<file path="config.mk">
export PLATFORM = sky130hd
export DESIGN_NAME = uart_receive_flat
export DESIGN_NICKNAME = d
export VERILOG_FILES = /design/src/rtl/uart_receive_if.sv /design/src/rtl/uart_receive.sv /design/src/flat_wrapper.sv
export SDC_FILE = /design/constraint.sdc
export NUM_CORES = 1
export LEC_CHECK = 0
export BUFFER_PORTS_ARGS = -buffer_cell sky130_fd_sc_hd__buf_2
export CORE_UTILIZATION = 59
export DETAILED_ROUTE_END_ITERATION = 7
export PLACE_DENSITY = 0.78
export SYNTH_ARGS = -nofsm -noshare
export SYNTH_HDL_FRONTEND = slang
export SYNTH_SLANG_ARGS = --single-unit
</file>
<file path="constraint.sdc">
create_clock -name clk_in -period 2.5 [get_ports clk_in]
set_input_delay 0.75 -clock clk_in [delete_from_list [all_inputs] [get_ports clk_in]]
set_output_delay 0.75 -clock clk_in [all_outputs]
set_load 0.01 [all_outputs]
</file>
<file path="src/rtl/uart_receive_if.sv">
// uart_receive_if: serial line in, received word and status strobes out.
interface uart_receive_if #(parameter int DATA_WIDTH = 8);
  logic rx_wire_in;
  logic [DATA_WIDTH-1:0] data_byte_out;
  logic new_data_out;
  logic framing_error_out;
  modport master(input rx_wire_in, output data_byte_out, new_data_out, framing_error_out);
  modport slave(output rx_wire_in, input data_byte_out, new_data_out, framing_error_out);
endinterface

</file>
<file path="src/rtl/uart_receive.sv">
// uart_receive: 8N1-style UART receiver, mid-bit sampling with a baud counter.
// Define UART_RX_FRAMING_CHECK_EN to flag low stop bits and wait out breaks.
module uart_receive #(
  parameter int INPUT_CLOCK_FREQ = 100_000_000,
  parameter int BAUD_RATE = 9600,
  parameter int DATA_WIDTH = 8
) (
  input logic clk_in,
  input logic rst_in,
  uart_receive_if.master bus
);
  localparam int P = INPUT_CLOCK_FREQ / BAUD_RATE;
  localparam int H = P / 2;
  localparam int CW = $clog2(P);
  localparam int BW = $clog2(DATA_WIDTH);
`ifdef UART_RX_FRAMING_CHECK_EN
  typedef enum logic [1:0] {IDLE, START, DATA, STOP, WAIT_HIGH} state_t;
`else
  typedef enum logic [1:0] {IDLE, START, DATA, STOP} state_t;
`endif
  state_t state;
  logic rx_meta, rx_s;
  logic [CW-1:0] count;
  logic [BW-1:0] bit_idx;
  logic [DATA_WIDTH-1:0] shift, data;
  logic new_data, framing_error;
  assign bus.data_byte_out = data;
  assign bus.new_data_out = new_data;
`ifdef UART_RX_FRAMING_CHECK_EN
  assign bus.framing_error_out = framing_error;
`else
  assign bus.framing_error_out = 1'b0;
`endif
  // synchronizer resets high so reset release never looks like a start bit
  always_ff @(posedge clk_in or posedge rst_in)
    if (rst_in) begin
      rx_meta <= 1'b1;
      rx_s <= 1'b1;
      state <= IDLE;
      count <= '0;
      bit_idx <= '0;
      shift <= '0;
      data <= '0;
      new_data <= 1'b0;
      framing_error <= 1'b0;
    end else begin
      rx_meta <= bus.rx_wire_in;
      rx_s <= rx_meta;
      new_data <= 1'b0;
      framing_error <= 1'b0;
      count <= count + 1'b1;
      case (state)
        IDLE: if (!rx_s) begin
          state <= START;
          count <= '0;
        end
        START: if (count == CW'(H - 1)) begin
          state <= rx_s ? IDLE : DATA;
          count <= '0;
          bit_idx <= '0;
        end
        DATA: if (count == CW'(P - 1)) begin
          shift <= {rx_s, shift[DATA_WIDTH-1:1]};
          count <= '0;
          bit_idx <= bit_idx + 1'b1;
          if (bit_idx == BW'(DATA_WIDTH - 1)) state <= STOP;
        end
        STOP: if (count == CW'(P - 1)) begin
          count <= '0;
`ifdef UART_RX_FRAMING_CHECK_EN
          if (rx_s) begin
            data <= shift;
            new_data <= 1'b1;
            state <= IDLE;
          end else begin
            framing_error <= 1'b1;
            state <= WAIT_HIGH;
          end
`else
          data <= shift;
          new_data <= 1'b1;
          state <= IDLE;
`endif
        end
`ifdef UART_RX_FRAMING_CHECK_EN
        WAIT_HIGH: if (rx_s) begin
          state <= IDLE;
          count <= '0;
        end
`endif
        default: state <= IDLE;
      endcase
    end
endmodule

</file>
<file path="src/flat_wrapper.sv">
// flat-port wrapper written by rule: the top's interface ports become plain ports
module uart_receive_flat 
#(
  parameter int INPUT_CLOCK_FREQ = 100_000_000,
  parameter int BAUD_RATE = 9600,
  parameter int DATA_WIDTH = 8
)
  (clk_in, rst_in, bus_rx_wire_in, bus_data_byte_out, bus_new_data_out, bus_framing_error_out);
  uart_receive_if #(.DATA_WIDTH(DATA_WIDTH)) bus_i ();
  input logic clk_in;
  input logic rst_in;
  input wire logic [$bits(bus_i.rx_wire_in)-1:0] bus_rx_wire_in;
  output wire logic [$bits(bus_i.data_byte_out)-1:0] bus_data_byte_out;
  output wire logic [$bits(bus_i.new_data_out)-1:0] bus_new_data_out;
  output wire logic [$bits(bus_i.framing_error_out)-1:0] bus_framing_error_out;
  assign bus_i.rx_wire_in = bus_rx_wire_in;
  assign bus_data_byte_out = bus_i.data_byte_out;
  assign bus_new_data_out = bus_i.new_data_out;
  assign bus_framing_error_out = bus_i.framing_error_out;
  uart_receive #(.INPUT_CLOCK_FREQ(INPUT_CLOCK_FREQ), .BAUD_RATE(BAUD_RATE), .DATA_WIDTH(DATA_WIDTH)) u_core (.clk_in(clk_in), .rst_in(rst_in), .bus(bus_i));
endmodule
</file>
[After elaboration in Yosys (flattened, before gate mapping)]
Cells that the tools add are included.
Word-level totals
  bits in registers: 38
  input port bits: 3
Operators by class
  add/subtract/negate cells: 2
  equality and inequality tests: 11
  muxes and demuxes: 16
  reductions and logical operators: 7
Operators with widths (number)
  2-to-1 mux 14 bit: 3
  case mux 14 bit (3 select lines): 1
  adder 14 x 1 -> 14 bit (second input constant): 1
  == test 14 x 13 -> 1 bit (second input constant): 1
  == test 14 bit (second input constant): 1
  2-to-1 mux 2 bit: 6
  inequality test 2 x 1 -> 1 bit (second input constant): 4
  case mux 2 bit (4 select lines): 1
  2-to-1 mux 3 bit: 2
  case mux 3 bit (2 select lines): 1
  AND reduction 5 bit: 1
  == test 2 bit (second input constant): 2
  AND reduction 2 bit: 2
  adder 3 x 1 -> 3 bit (second input constant): 1
  == test 3 bit (second input constant): 1
  AND reduction 3 bit: 1
  == test 2 x 1 -> 1 bit (second input constant): 1
  zero test 2 bit: 1
  2-to-1 mux 1 bit: 2
  inequality test 2 bit (second input constant): 1
  nonzero test 2 bit: 1
  OR reduction 2 bit: 1

[Depth between registers and ports, before layout]
Gate-level depths: netlist of the first run.
  depth after elaboration: 4
  mapped depth: 8

[Worst setup path after synthesis of the first run]
Ideal clock, no wire load.
  kind: reg-to-reg
  start: register u_core.count[0]
  end: register u_core.data[0], in the netlist u_core.bus.data_byte_out[0]
  arrival time: 1.750 ns
  required time: 2.372 ns
  path slack: 0.622 ns
  stages on the path, launching flop included: 6
  buffers on the path: 0
  cell sequence: dfrtp_1 -> ha_1 -> nand3_1 -> nor4_4 -> nand2_2 -> mux2_1
On the way
  longest elaborated chain between the ends: 2
Ends and longest elaborated chain
  start, declared: RTL line uart_receive.sv:23  | logic [CW-1:0] count;
  start signal, assigned: RTL line uart_receive.sv:51  | count <= count + 1'b1;
  == test 14 bit: RTL line uart_receive.sv:68  | STOP: if (count == CW'(P - 1)) begin
  AND reduction 2 bit (no line)
  end signal, assigned: RTL line uart_receive.sv:80  | data <= shift;
  end, declared: RTL line uart_receive.sv:25  | logic [DATA_WIDTH-1:0] shift, data;
No other way between the ends.
A chain may end at the register's enable or synchronous reset.

==> results.md, run 1 <==
* Outcome: complete, no violations
* Buf/Inv on CP at 0
* Final Net Count at 183
* Fmax at 477 MHz
* Number of distinct library cells after synthesis at 42
* Tcrit/Tclk final at 83.8%
* Post-synthesis sequential area ratio at 51.3%
* Switching fraction of total power at 22.5%
* Crit path time final at 2.09 ns
* Post-synth ARST share at 100%
* Net switching power at 212 uW
* RSZ-0062 raised after global routing: false
* Flops & latches, synth at 38
* Layout area overhead at 8.55%
* H-tree Lvls at 2
* CP endpoint kind: flip-flop
* Leak Pwr at 1.04 nW
* CP Depth at 6
* Sequential power share at 65.6%
* Req. time, crit path at 2.74 ns
* Die Span X at 58.1 um
* R2r setup slk at 0.41 ns
* Cell Chain, Critical Path: ha_1, ha_1, or3b_2, o41ai_1, nand4_1, o41ai_2
* CTS Buffer Depth at 2
* Initial antenna violation count at 0
* Initial Util at 64.6%
* Worst-case reg-to-reg path depth at 6
* Maximum VDD drop at 0.000448 V
* Die area at 3380 um^2
* Clock Pin Slew Worst Setup and Hold Paths at 0.11 ns
* Root buffer cell: clkbuf_4
* Number of global-route vias before repair at 1203
* Avg Synthesized Cell Area at 12.0 um^2
* Slew HR at 64.4%
* Fin. max-slew vios at 0
* Num Clock Sinks at 38
* Min-delay src: u_core.rx_meta
* Synth Warn # at 0
* Inserted Clock Buffers at 5
* Final Wtd Congestion at 0.808
* Gr ovfl total at 0
* Crit path largest cell delay at 0.43 ns
* # hold bufs at CTS at 0
* Slowest cell on crit path: or3b_2
* CP max FO at 2
* Global Route Usage Sum at 22.0%
* Hold path endpoint: u_core.rx_s
* Routed Antenna Nets at 0
* Setup tns final at 0 ns
* Worst Skew at 0.0155 ns
* Power Internal at 731 uW
* CP top delay family: simple AND/OR/NAND/NOR gates
* Syn Nets at 166
* Worst Hold Depth at 0
* Gate power share at 1.7%
* Slew @ Worst Pin at 0.528 ns
* Avg WL per Cell at 14.2 um
* Syn Inst Count at 155
* Critical path class: reg -> reg
* Die height at 58.1 um
* Data arrival, critical path at 2.34 ns
* Resized cells post-CTS at 0
* Max-Cap Viols at 0
* Ports at 13
* R2R Path Start: u_core.bit_idx[0]
* Via count at 1191
* Diode count at 0
* Final setup violation count at 0
* Post-synth EDFFs at 0
* Avg Vias per Cell at 5.54
* Pwr Density at 468 nW/um^2
* Largest net degree at the start of global routing at 15
* Worst-Skew Late Latency at 0.35 ns
* Critical path launch point type: flip-flop
* Commonest cells after routing, fill and taps aside: 36 x dfrtp_1, 11 x nor2_1, 11 x inv_1, 11 x buf_2
* FP Rows at 19
* Pre-Repair DR Iteration Count at 4
* Power share of the clock group at 32.7%
* Most used cell along the critical path: ha_1
* Dominant synthesized flop cell: dfrtp_1
* Finished Cell Area at 2020 um^2
* Detailed Route WL at 3.06 mm
* Port Buffers at 11
* DR iter-0 viols at 30
* Core ar. at 2880 um^2
* First-pass GRT wire length at 5.44 mm
* Most common cell after layout, fill and taps aside: dfrtp_1
* Hold Violations, Final at 0
* Share of cells above drive strength 1 at 23.1%
* HP Class: reg -> reg
* Postcts setup bufs at 0
* Synth Cell Area at 1860 um^2
* CTS tree: done
* Placed cell area at 1960 um^2
* HPWL Detailed at 2.32 mm
* DRC at 0
-- metal layers --
| layer | track usage [%] | wire length (um) | part of all wire, % | vias to the layer above |
|---|---|---|---|---|
| met3 | 7.37 | 99 | 3.2 | 6 |
| li1 | - | - | - | 584 |
| met1 | 27.3 | 1430 | 47 | 583 |
| met2 | 36.0 | 1490 | 49 | 18 |
| met4 | 8.16 | 49 | 1.6 | 0 |
| met5 | 0 | 0 | 0 | - |
-- cell families after synthesis --
family                     count (synthesis)  share of synthesized area, %
other                                      1                         0.202
xor gates and xnor gates                   9                          4.24
adders and majority gates                  8                          5.39
DFF                                       38                          51.3
muxes                                     18                          10.8
buffers and inverters                     14                          3.23
and+or+nand+nor                           50                          16.7
AOI/OAI and AO/OA                         17                          8.15
-- layout make-up --
class	count	area (um^2)
sequential	38	953
fill	223	860
multi-input combinational	103	845
timing repair buffer	13	70.1
tap	42	52.6
clock buffer	6	41.3
inverter	11	41.3
clock inverter	2	13.8
-- power groups by stage --
stage               registers, mW  logic (mW)  clock network (mW)
floorplan                   0.630      0.0109                   0
global placement            0.631      0.0161                   0
detailed placement          0.631      0.0168                   0
CTS                         0.619      0.0168               0.316
global route                0.619      0.0191               0.343
finish                      0.619      0.0157               0.309
-- sequential cells by signal (all words and copies together), names as in the netlist, named ones only --
register / flops
u_core.bus.new_data_out: 1
u_core.rx_s: 1
u_core.bus.data_byte_out: 8
u_core.shift: 8
u_core.bit_idx: 3
u_core.state: 1
u_core.rx_meta: 1
u_core.count: 14
-- through the flow --
stage / utilization [%] / hold slack (ns) / power, mW / worst slack, ns / cells
2_1_floorplan: - / 0.345 / 0.641 / 0.622 / 155
3_3_place_gp: 68.2 / 0.349 / 0.647 / 0.499 / 207
3_5_place_dp: 68.2 / 0.347 / 0.648 / 0.424 / 207
4_1_cts: 70.1 / 0.364 / 0.951 / 0.394 / 215
5_1_grt: 70.1 / 0.366 / 0.981 / 0.193 / 215
6_report: 70.1 / 0.363 / 0.943 / 0.405 / 215
-- worst max-delay path by stage --
stage | to | startpoint
3_3_place_gp | u_core.bus.data_byte_out[0] | u_core.count[0]
3_5_place_dp | u_core.bus.data_byte_out[1] | u_core.count[0]
2_1_floorplan | u_core.bus.data_byte_out[0] | u_core.count[0]
5_1_grt | flip-flop | u_core.bit_idx[0]
4_1_cts | flip-flop | u_core.bit_idx[0]
6_report | flip-flop | u_core.bit_idx[0]
-- synthesized netlist by cell type (4+ instances only) --
| master | n | area share [%] |
|---|---|---|
| nand3_1 | 4 | 1.1 |
| dfrtp_1 | 36 | 48 |
| xor2_1 | 5 | 2.4 |
| nand4_1 | 6 | 2.0 |
| nand2_1 | 6 | 1.2 |
| a21oi_1 | 4 | 1.1 |
| mux2_1 | 8 | 4.8 |
| xnor2_1 | 4 | 1.9 |
| nor2_1 | 11 | 2.2 |
| mux2_2 | 8 | 4.8 |
| ha_1 | 8 | 5.4 |
| inv_1 | 11 | 2.2 |
(Power assumes the default switching activity.)
==> inputs of run 2 (changes only) <==
- clock period: 2.5 -> 2 ns (I/O delays scaled with it)
==> results.md, run 2 (synthesized netlist as in run 1, its figures left out) <==
* Outcome: complete, no violations
* HP Class: in -> async
* Commonest cells after routing, fill and taps aside: 36 x dfrtp_1, 11 x nor2_1, 11 x inv_1, 11 x buf_2, 10 x buf_4
* Hold Violations, Final at 0
* Diode count at 0
* Final setup violation count at 0
* Placed cell area at 2010 um^2
* Detailed Route WL at 3.28 mm
* Data arrival, critical path at 2.18 ns
* Max FFs per register at 14
* Num Clock Sinks at 38
* Finished Cell Area at 2120 um^2
* Worst Skew at 0.0103 ns
* CTS Buffer Depth at 2
* Routed Antenna Nets at 0
* Worst hold slack at 0.332 ns
* Final Net Count at 191
* Avg Vias per Cell at 5.65
* Inserted Clock Buffers at 5
* Root buffer cell: clkbuf_4
* Gr ovfl total at 0
* Leak Pwr at 1.11 nW
* R2r setup slk at 0.06 ns
* Die height at 58.1 um
* Fin. max-slew vios at 0
* Tcrit/Tclk final at 96.8%
* CP max FO at 2
* Initial Util at 64.6%
* H-tree Lvls at 2
* Port Buffers at 11
* HPWL Detailed at 2.42 mm
* Setup tns final at 0 ns
* Worst-case reg-to-reg path depth at 6
* Pre-Repair DR Iteration Count at 4
* Via count at 1260
* R2R Path Start: u_core.bit_idx[0]
* DRC at 0
* Pwr Density at 571 nW/um^2
* Maximum VDD drop at 0.000458 V
* Critical path class: reg -> reg
* # hold bufs at CTS at 0
* Ports at 13
* Fillers at 199
* Max-Cap Viols at 0
* Die area at 3380 um^2
* CP endpoint kind: flip-flop
* Req. time, crit path at 2.24 ns
* Critical path launch point type: flip-flop
* Most common cell after layout, fill and taps aside: dfrtp_1
* FP Rows at 19
* Fin cells at 223
* Initial antenna violation count at 0
* RSZ-0062 raised after global routing: false
* Die Span X at 58.1 um
* Fmax at 516 MHz
* Core ar. at 2880 um^2
* Largest net degree at the start of global routing at 39
* Crit path time final at 1.94 ns
* Clock Pin Slew Worst Setup and Hold Paths at 0.12 ns
* Post-Place Cells at 214
* Number of global-route vias before repair at 1260
* Final Wtd Congestion at 0.909
* Layout area overhead at 14.1%
* Share of cells above drive strength 1 at 28.7%
* Fin util at 73.7%
* Global Route Usage Sum at 23.7%
* Avg WL per Cell at 14.7 um
* DR iter-0 viols at 41
* Worst-Skew Late Latency at 0.35 ns
* First-pass GRT wire length at 5.80 mm
* Biggest register: u_core.count
* CTS tree: done
-- run 2: layout make-up --
class | count | area [um^2] | area share (%)
repair buffers | 21 | 130 | 6.14
multi-input cells | 103 | 878 | 41.4
inverters | 11 | 41.3 | 1.95
clock inverters | 2 | 12.5 | 0.590
clock buffers | 6 | 51.3 | 2.42
well taps | 42 | 52.6 | 2.48
flip-flops and latches | 38 | 953 | 45.0
-- run 2: critical path: stages (launching register included) --
cell,delay [ns]
dfrtp_1,0.39
ha_1,0.16
ha_1,0.13
or3b_2,0.44
o41ai_2,0.27
nand4_1,0.20
o41ai_2,0.24
-- run 2: repair_timing --
action                                  in CTS  in global routing
gates cloned                                 0                  0
pin swaps                                    0                  2
resized for setup                            1                  4
buffers inserted                             0                  1
endpoints found under the setup margin       1                 30
-- run 2: how the worst max path moves through the flow --
stage                            from                           to
finish              u_core.bit_idx[0]                    flip-flop
global route        u_core.bit_idx[0]                    flip-flop
CTS                   u_core.count[0]                    flip-flop
detailed placement  u_core.bit_idx[0]                    flip-flop
global placement    u_core.bit_idx[0]                    flip-flop
floorplan             u_core.count[0]  u_core.bus.data_byte_out[0]
-- run 2: layer usage --
layer	wire, um	vias up	GRT usage [%]
li1	-	602	-
met1	1410	624	28.8
met2	1690	26	38.6
met3	125	8	6.92
met4	62	0	11.6
met5	0	-	0
-- run 2: through the flow --
step / power (mW) / worst slack, ns
finish: 1.21 / 0.0632
global route: 1.25 / 0.00389
CTS: 1.22 / 0.00109
detailed placement: 0.808 / -0.0302
global placement: 0.807 / 0.0956
floorplan: 0.801 / 0.122
-- run 2: report_power, final --
part / switching, mW / internal (mW)
registers: 0.00201 / 0.772
logic: 0.0153 / 0.00286
clock network: 0.250 / 0.169
total: 0.267 / 0.944
